--- src/rtl/soml_pkg.sv ---
// Shared constants for the SOML front end: data defaults, frame layout and
// issue FSM state encoding.
package soml_pkg;

  localparam int unsigned N_DEF       = 32;
  localparam int unsigned Q_DEF       = 22;
  localparam int unsigned FRAME_WORDS = 24;
  localparam int unsigned H_WORDS     = 16;
  localparam int unsigned Y_WORDS     = 8;
  localparam int unsigned CNT_AW      = 5;
  localparam int unsigned IDX_W       = 4;

  localparam logic [2:0] ST_IDLE  = 3'd0;
  localparam logic [2:0] ST_START = 3'd1;
  localparam logic [2:0] ST_GAP   = 3'd2;
  localparam logic [2:0] ST_ISSUE = 3'd3;
  localparam logic [2:0] ST_WAIT  = 3'd4;

endpackage

--- src/rtl/soml_frame_bank.sv ---
// Ping-pong frame store: two banks of 24 complex words, one write port and one
// registered read address that returns H entry idx and Y entry 16+idx together.
module soml_frame_bank
  import soml_pkg::*;
#(
  parameter int unsigned N = N_DEF
) (
  input  logic                clk,
  input  logic                rst,
  input  logic                wr_en,
  input  logic                wr_bank,
  input  logic [CNT_AW-1:0]   wr_addr,
  input  logic [2*N-1:0]      wr_data,
  input  logic                rd_bank,
  input  logic [IDX_W-1:0]    rd_addr,
  input  logic                rd_en_h,
  input  logic                rd_en_y,
  output logic [2*N-1:0]      h_data,
  output logic [2*N-1:0]      y_data
);

  logic [2*N-1:0] mem [2][FRAME_WORDS];

  always_ff @(posedge clk) begin
    if (wr_en) mem[wr_bank][wr_addr] <= wr_data;
  end

  // Read registers double as the output data buses, so they hold when idle.
  always_ff @(posedge clk or posedge rst) begin
    if (rst) begin
      h_data <= '0;
      y_data <= '0;
    end else begin
      if (rd_en_h) h_data <= mem[rd_bank][{1'b0, rd_addr}];
      if (rd_en_y) y_data <= mem[rd_bank][{2'b10, rd_addr[2:0]}];
    end
  end

endmodule

--- src/rtl/soml_frame_loader.sv ---
// Buffers 24-word frames into a ping-pong store and replays them to the SOML
// decoder one at a time, waiting for its done (or a timeout) between frames.
module soml_frame_loader
  import soml_pkg::*;
#(
  parameter int unsigned N       = N_DEF,
  parameter int unsigned Q       = Q_DEF,
  parameter int unsigned TIMEOUT = 1024,
  parameter int unsigned CNT_W   = 11
) (
  input  logic         clk,
  input  logic         rst,
  input  logic         s_valid,
  output logic         s_ready,
  input  logic         s_last,
  input  logic [N-1:0] s_r,
  input  logic [N-1:0] s_i,
  output logic         start,
  output logic         H_in_valid,
  output logic [N-1:0] H_in_r,
  output logic [N-1:0] H_in_i,
  output logic         Y_in_valid,
  output logic [N-1:0] Y_in_r,
  output logic [N-1:0] Y_in_i,
  input  logic         dec_done,
  output logic         busy,
  output logic         frame_err,
  output logic         timeout_err
);

  if (Q >= N || TIMEOUT < 2 || (TIMEOUT >> CNT_W) != 0) begin : g_bad_params
    $error("soml_frame_loader: Q must be below N and TIMEOUT must fit CNT_W bits");
  end

  localparam logic [CNT_W-1:0]  TMAX      = CNT_W'(TIMEOUT - 1);
  localparam logic [CNT_AW-1:0] LAST_WORD = CNT_AW'(FRAME_WORDS - 1);
  localparam logic [IDX_W-1:0]  LAST_IDX  = IDX_W'(H_WORDS - 1);
  localparam logic [IDX_W-1:0]  Y_LIMIT   = IDX_W'(Y_WORDS);

  logic [2:0]        state, next_state;
  logic [IDX_W-1:0]  idx, next_idx_c;
  logic [CNT_W-1:0]  timer;
  logic [1:0]        full, full_n;
  logic              wr_bank, wr_bank_n, rd_bank;
  logic [CNT_AW-1:0] wr_cnt;
  logic              accept_c, last_word_c, frame_ok_c, frame_bad_c, release_c;
  logic              start_c, h_valid_c, y_valid_c, busy_c, timeout_c;
  logic [2*N-1:0]    h_data, y_data;

  assign accept_c    = s_valid && s_ready;
  assign last_word_c = (wr_cnt == LAST_WORD);
  assign frame_ok_c  = accept_c && s_last && last_word_c;
  assign frame_bad_c = accept_c && (s_last != last_word_c);
  assign release_c   = (state == ST_WAIT) && (dec_done || timer == TMAX);

  // Fill and release always hit different banks, so both may land on one edge.
  always_comb begin
    full_n    = full;
    wr_bank_n = wr_bank;
    if (release_c) full_n[rd_bank] = 1'b0;
    if (frame_ok_c) begin
      full_n[wr_bank] = 1'b1;
      wr_bank_n       = ~wr_bank;
    end
  end

  always_ff @(posedge clk or posedge rst) begin
    if (rst) begin
      full      <= '0;
      wr_bank   <= 1'b0;
      rd_bank   <= 1'b0;
      wr_cnt    <= '0;
      s_ready   <= 1'b1;
      frame_err <= 1'b0;
    end else begin
      full      <= full_n;
      wr_bank   <= wr_bank_n;
      rd_bank   <= rd_bank ^ release_c;
      s_ready   <= ~full_n[wr_bank_n];
      frame_err <= frame_bad_c;
      if (accept_c) wr_cnt <= (s_last || last_word_c) ? '0 : wr_cnt + CNT_AW'(1);
    end
  end

  always_ff @(posedge clk or posedge rst) begin
    if (rst) state <= ST_IDLE;
    else     state <= next_state;
  end

  always_comb begin
    next_state = state;
    case (state)
      ST_IDLE:  if (full[rd_bank]) next_state = ST_START;
      ST_START: next_state = ST_GAP;
      ST_GAP:   next_state = ST_ISSUE;
      ST_ISSUE: if (idx == LAST_IDX) next_state = ST_WAIT;
      ST_WAIT:  if (release_c) next_state = ST_IDLE;
      default:  next_state = ST_IDLE;
    endcase
  end

  // Outputs are decoded from next_state so the registered copies line up with
  // the state; the bank read address runs one entry ahead of the H/Y outputs.
  always_comb begin
    start_c    = 1'b0;
    h_valid_c  = 1'b0;
    y_valid_c  = 1'b0;
    busy_c     = 1'b0;
    timeout_c  = 1'b0;
    next_idx_c = '0;
    if (state == ST_ISSUE) next_idx_c = idx + IDX_W'(1);
    start_c   = (next_state == ST_START);
    h_valid_c = (next_state == ST_ISSUE);
    y_valid_c = h_valid_c && (next_idx_c < Y_LIMIT);
    busy_c    = (next_state != ST_IDLE);
    timeout_c = (state == ST_WAIT) && !dec_done && (timer == TMAX);
  end

  always_ff @(posedge clk or posedge rst) begin
    if (rst) begin
      idx         <= '0;
      timer       <= '0;
      start       <= 1'b0;
      H_in_valid  <= 1'b0;
      Y_in_valid  <= 1'b0;
      busy        <= 1'b0;
      timeout_err <= 1'b0;
    end else begin
      idx         <= next_idx_c;
      timer       <= (state == ST_WAIT) ? timer + CNT_W'(1) : '0;
      start       <= start_c;
      H_in_valid  <= h_valid_c;
      Y_in_valid  <= y_valid_c;
      busy        <= busy_c;
      timeout_err <= timeout_c;
    end
  end

  soml_frame_bank #(.N(N)) u_bank (
    .clk     (clk),
    .rst     (rst),
    .wr_en   (accept_c),
    .wr_bank (wr_bank),
    .wr_addr (wr_cnt),
    .wr_data ({s_r, s_i}),
    .rd_bank (rd_bank),
    .rd_addr (next_idx_c),
    .rd_en_h (h_valid_c),
    .rd_en_y (y_valid_c),
    .h_data  (h_data),
    .y_data  (y_data)
  );

  assign H_in_r = h_data[2*N-1:N];
  assign H_in_i = h_data[N-1:0];
  assign Y_in_r = y_data[2*N-1:N];
  assign Y_in_i = y_data[N-1:0];

endmodule

--- config.mk ---
export PLATFORM = sky130hd
export DESIGN_NAME = soml_frame_loader
export DESIGN_NICKNAME = d
export VERILOG_FILES = /design/src/rtl/soml_pkg.sv /design/src/rtl/soml_frame_bank.sv /design/src/rtl/soml_frame_loader.sv
export SDC_FILE = /design/constraint.sdc
export NUM_CORES = 2
export LEC_CHECK = 0
export CAP_MARGIN = 20
export CORE_MARGIN = 10
export CORE_UTILIZATION = 55
export DETAILED_ROUTE_END_ITERATION = 10
export PLACE_DENSITY = 0.75
export SLEW_MARGIN = 20
export SYNTH_ARGS = -nofsm -noshare
export SYNTH_HDL_FRONTEND = slang
export SYNTH_SLANG_ARGS = --single-unit
--- constraint.sdc ---
create_clock -name clk -period 5.2 [get_ports clk]
set_input_delay 1.04 -clock clk [delete_from_list [all_inputs] [get_ports clk]]
set_output_delay 1.04 -clock clk [all_outputs]
set_load 0.05 [all_outputs]
# == Word-level counts from Yosys, hierarchy flattened ==
# Memories as Yosys holds them, arrays and structs flattened.
# Index checks and enable logic that the tools add are counted.
# classes
muxes,28
bitwise_logic,9
reduce_logical,16
n_lt_le_gt_ge,10
n_addsub,3
n_eq_ne,10
# op_table
operator,count
$mux 1536,1
$bmux 64 s5,2
$demux 64 s5,1
$mux 64,5
$ge 6x6->1 const B,3
$pmux 3 s5,1
$not 5->6,2
$add 11x1->11 const B,1
$eq 11x10->1 const B,1
$logic_and 1x1->1,11
$mux 11,1
$eq 3x2->1 const B,3
$mux 3,3
$mux 1,8
$eq 3x1->1 const B,2
$lt 1x2->1 const B,3
$lt 6x1->1 const B,1
$not 4->6,1
$add 5x1->5 const B,1
$eq 5x5->1 const B,1
$mux 5,1
$add 4x1->4 const B,1
$eq 4x4->1 const B,1
$lt 4x4->1 const B,1
other kinds (15),20
# totals
regBits,162
output_inout_bits,135
mem_count,1
in_bits,69
ramBits,3072
# memory_table
memory,depth,word_bits,rd,rd_clocked_by_memory_dff,wr,line_no,source
u_bank.mem,2,1536,1,0,1,soml_frame_bank.sv:22,logic [2*N-1:0] mem [2][FRAME_WORDS];

# == Depth between registers and ports, before layout ==
# logic_depth
ltp_word,12
ltp_mapped,11
depth_no_buf,9

# == By module ==
# Synthesis repeated with hierarchy kept, for this count alone.
# unflattened
hier_cells,5046
area_unflattened_um2,121427.7
# modules_own_cells
module,area_each_um2,seq_area_each_um2,cells_per_inst,instances
soml_frame_bank,119891.2,95451.5,4906,1
soml_frame_loader,1536.5,852.1,140,1

# == Worst setup path after synthesis ==
# OpenSTA, ideal clock, no wires.
# synth_path
path_kind,input-to-reg
start,input s_valid
end,"memory u_bank.mem[0][704] (netlist name), enable pin"
setup_slack_ns,0.367
path_stages,5
required_time_ns,4.713
t_arrival_ns,4.346
path_cell_list,nand2_1 clkbuf_1 nor2_1 nand2_1 nor2_1
# synth_between
elab_chain_len,3
# synth_rtl
item,line_no,source
start: declaration,soml_frame_loader.sv:13,"input logic s_valid,"
$logic_and 1x1->1,soml_frame_loader.sv:50,assign accept_c = s_valid && s_ready;
$mux 1,soml_frame_bank.sv:25,if (wr_en) mem[wr_bank][wr_addr] <= wr_data;
$mux 1536 (not written as such),soml_frame_bank.sv:25,
end: declaration,soml_frame_bank.sv:22,
# No other way between the ends.

# == Final worst setup path ==
# layout_path
start,register idx[0]
end,register u_bank.h_data[60]
# layout_between
elab_chain_len,6
elab_cells_between_ends,10
# layout_rtl
item,line_no,source
start: declaration,soml_frame_loader.sv:41,"logic [IDX_W-1:0] idx, next_idx_c;"
start signal: assignment,soml_frame_loader.sv:129,idx <= next_idx_c;
$add 4x1->4,soml_frame_loader.sv:111,if (state == ST_ISSUE) next_idx_c = idx + IDX_W'(1);
$mux 4,soml_frame_loader.sv:111,
$not 4->6 (not written as such),soml_frame_bank.sv:34,"if (rd_en_h) h_data <= mem[rd_bank][{1'b0, rd_addr}];"
$bmux 64 s5,soml_frame_bank.sv:34,
$mux 64 (not written as such) (2 in series),soml_frame_bank.sv:34,
end signal: assignment,soml_frame_bank.sv:34,
end: declaration,soml_frame_bank.sv:18,"output logic [2*N-1:0] h_data,"
# Parallel ways exist; a longest one is shown, timed or not. The select of a mux whose other input is x is not followed.
# A chain may end at the register's enable or synchronous reset.

==> reports/metrics.yaml <==
finalMaxSlewViolations: 0
finClkSkew_ns: 0.06400
htreeDepth: 5
cp_slowest_cell: "a2111oi_0"
syn_inst: 7200
gp_congestion: 0.8114
maxCapViolCount: 0
finalCriticalPeriod_ns: 4.048
criticalPathCategory: "reg2reg"
crit_required_ns: 6.06
drt-total-wl_um: 333000
busiest_layer: "met2"
place_area_um2: 131000
yosys.area_share.simple_pct: 7.194
drive_gt1_share_pct: 15.32
path_delay_family: "compound AO/OA/AOI/OAI gates"
period_share_pct: 77.85
path_buf_inv: 2
synth_fa_ha_area_share_pct: 0.07075
via_per_inst: 6.560
clk_path_buf_depth: 4
hpwl_um: 174400
slowest_delay_ns: 0.86
dp_worst_setup_slack_ns: 1.108
r2r_cells: 9
synth_compound_gate_area_share_pct: 4.182
grt_first_pass_wirelength_um: 483500
final_common_cell: "edfxtp_1"
cts_tree: "done"
yosys_most_used_dff: "edfxtp_1"
timing.setup.tns_ns: 0
yosysUniqueCellTypes: 51
grt.overflow.total: 0
hold_depth: 1
slew_headroom_pct: 19.74
synth_largest_area_cell: "edfxtp_1"
synth_top_family_by_area: "multiplexers"
max-vdd-ir-drop_mv: 0.3971
path_cells: "ha_1, xnor2_1, or2_4, buf_12, buf_12, a21oi_1, a2111oi_0, a21oi_1, o221ai_1"
io_pins: 204
cts_setup_buffers: 0
place_inst: 10190
max_slew.worst_pin.slew_ns: 1.204
numCtsBuffers: 322
final_hold_viol_count: 0
ant_nets: 0
routedWlPerCell_um: 30.96
synthMuxAreaShare_pct: 9.034
grt_pass1_vias: 70810
dr.first_iter.drc_count: 10140
path_clk_slew_ns: 0.06
grt.met2_usage_pct: 43.24
die_h_um: 494.4
fin_area_um2: 141000
met1_usage_pct: 35.66
clock_latency_ns: 0.96
cts_num_sinks: 3234
power_mw: 55.30
clock.fmax_mhz: 247.0
fin_nets: 7600
synth_xor_area_share_pct: 0.09198
ys_seq_elements: 3234
synth_nets: 7276
n_fill_cell: 14810
syn_avg_cell_area_um2: 17.19
status: "finished, final reports clean"
power_density_nw_per_um2: 392.2
syn_to_final_growth_pct: 13.90
arrival_ns: 4.91
postCtsHoldBufs: 0
cts.repair.resized: 0
via_count: 70560
io_buffers: 203
yosysTopAreaCellShare_pct: 74.52
layout_common_cells: "3072 x edfxtp_1, 1497 x nand2_1, 429 x mux4_2"
detail_route.first_pass.iterations: 6
hp-class: "reg2reg"
syn_area_um2: 123800
grt_usage_pct: 26.69
synth-async-reset-ratio_pct: 5.009
whs_ns: 0.4872
grt_max_degree: 142
fin_ws_ns: 1.152
synth-edff-count: 3072
cp_num_cells: 9
rows: 174
utilization_pct: 62.82
leakagePower_nw: 46.78
cp-end-kind: "flip-flop"
crit_fanout: 41
drc: 0
setup_violations: 0
ys_top_cells_by_area: "edfxtp_1 75%, mux4_2 7.8%, nand2_1 4.6%"
core_area_um2: 224500
antenna_found_initial: 6
met3_usage_pct: 5.758
die-width_um: 494.4
yosys_warnings: 0
rsz0062_at_grt: "no"
initial_core_util_pct: 55.15
startpoint_type: "flip-flop"
final_cells: 10760
cts-root-buf: "clkbuf_16"
die_area_um2: 244500
synth_seq_area_share_pct: 77.80
cells in the mapped netlist, types with 19 or more instances:
library cell / instances
edfxtp_1: 3072
nand2_1: 1502
mux4_2: 429
nand3_1: 391
a21oi_1: 225
clkbuf_1: 205
nor2_1: 177
buf_2: 171
a31oi_1: 165
dfrtp_1: 161
mux2i_1: 152
a32oi_1: 85
a211o_1: 66
and3_1: 54
o221ai_1: 53
buf_1: 49
a221o_1: 44
a2111oi_0: 29
nor3_1: 26
a221oi_1: 22
buf_4: 19
per-layer routing:
metal,vias to the layer above,part of all wire [%]
li1,28720,-
met1,35970,36
met2,5059,48
met3,805,11
met4,2,4.3
met5,-,0.0060
power breakdown:
group          total, mW  switching [mW]  internal [mW]
Sequential          28.8           0.110           28.7
Combinational       4.15            2.62           1.54
Clock               22.3            9.42           12.9
registers in the layout, indices dropped and copies added (netlist names), 2 cells and up:
name	count
full	2
idx	4
state	3
timer	11
u_bank.h_data	64
u_bank.mem	3072
u_bank.y_data	64
wr_cnt	5
area by class of cell:
| cell class | instances | area [µm²] | share of cell area (%) |
|---|---|---|---|
| Sequential cell | 3234 | 96310 | 68.31 |
| Antenna cell | 2 | 5.005 | 0.003550 |
| Inverter | 12 | 68.82 | 0.04881 |
| Multi-Input combinational cell | 3508 | 25950 | 18.41 |
| Clock inverter | 116 | 1100 | 0.7800 |
| Tap cell | 2992 | 3744 | 2.655 |
| Clock buffer | 446 | 8881 | 6.299 |
| Timing Repair Buffer | 446 | 4937 | 3.502 |
worst paths after layout:
check	start	to	slack (ns)
setup / recovery	idx[0]$_DFF_PP0_	u_bank.h_data[60]$_DFFE_PP0N_	1.15
hold / removal	timer[0]$_DFF_PP0_	timer[0]$_DFF_PP0_	0.49
setup reg to reg	idx[0]$_DFF_PP0_	u_bank.h_data[60]$_DFFE_PP0N_	1.15
hold reg to reg	timer[0]$_DFF_PP0_	timer[0]$_DFF_PP0_	0.49
max in group asynchronous	rst	u_bank.h_data[54]$_DFFE_PP0N_	3.70
min in group asynchronous	rst	u_bank.y_data[3]$_DFFE_PP0P_	0.59
logic make-up (layout without fill, tap and decap cells):
group,Yosys count,count (layout)
muxes,581,581
and+or+nand+nor,2175,2175
AOI/OAI and AO/OA,732,732
buffers and inverters,458,1020
other,0,2
xor gates and xnor gates,13,13
adders and majority gates,7,7
DFF,3234,3234
Note: power is estimated with default switching activity, not from simulation.
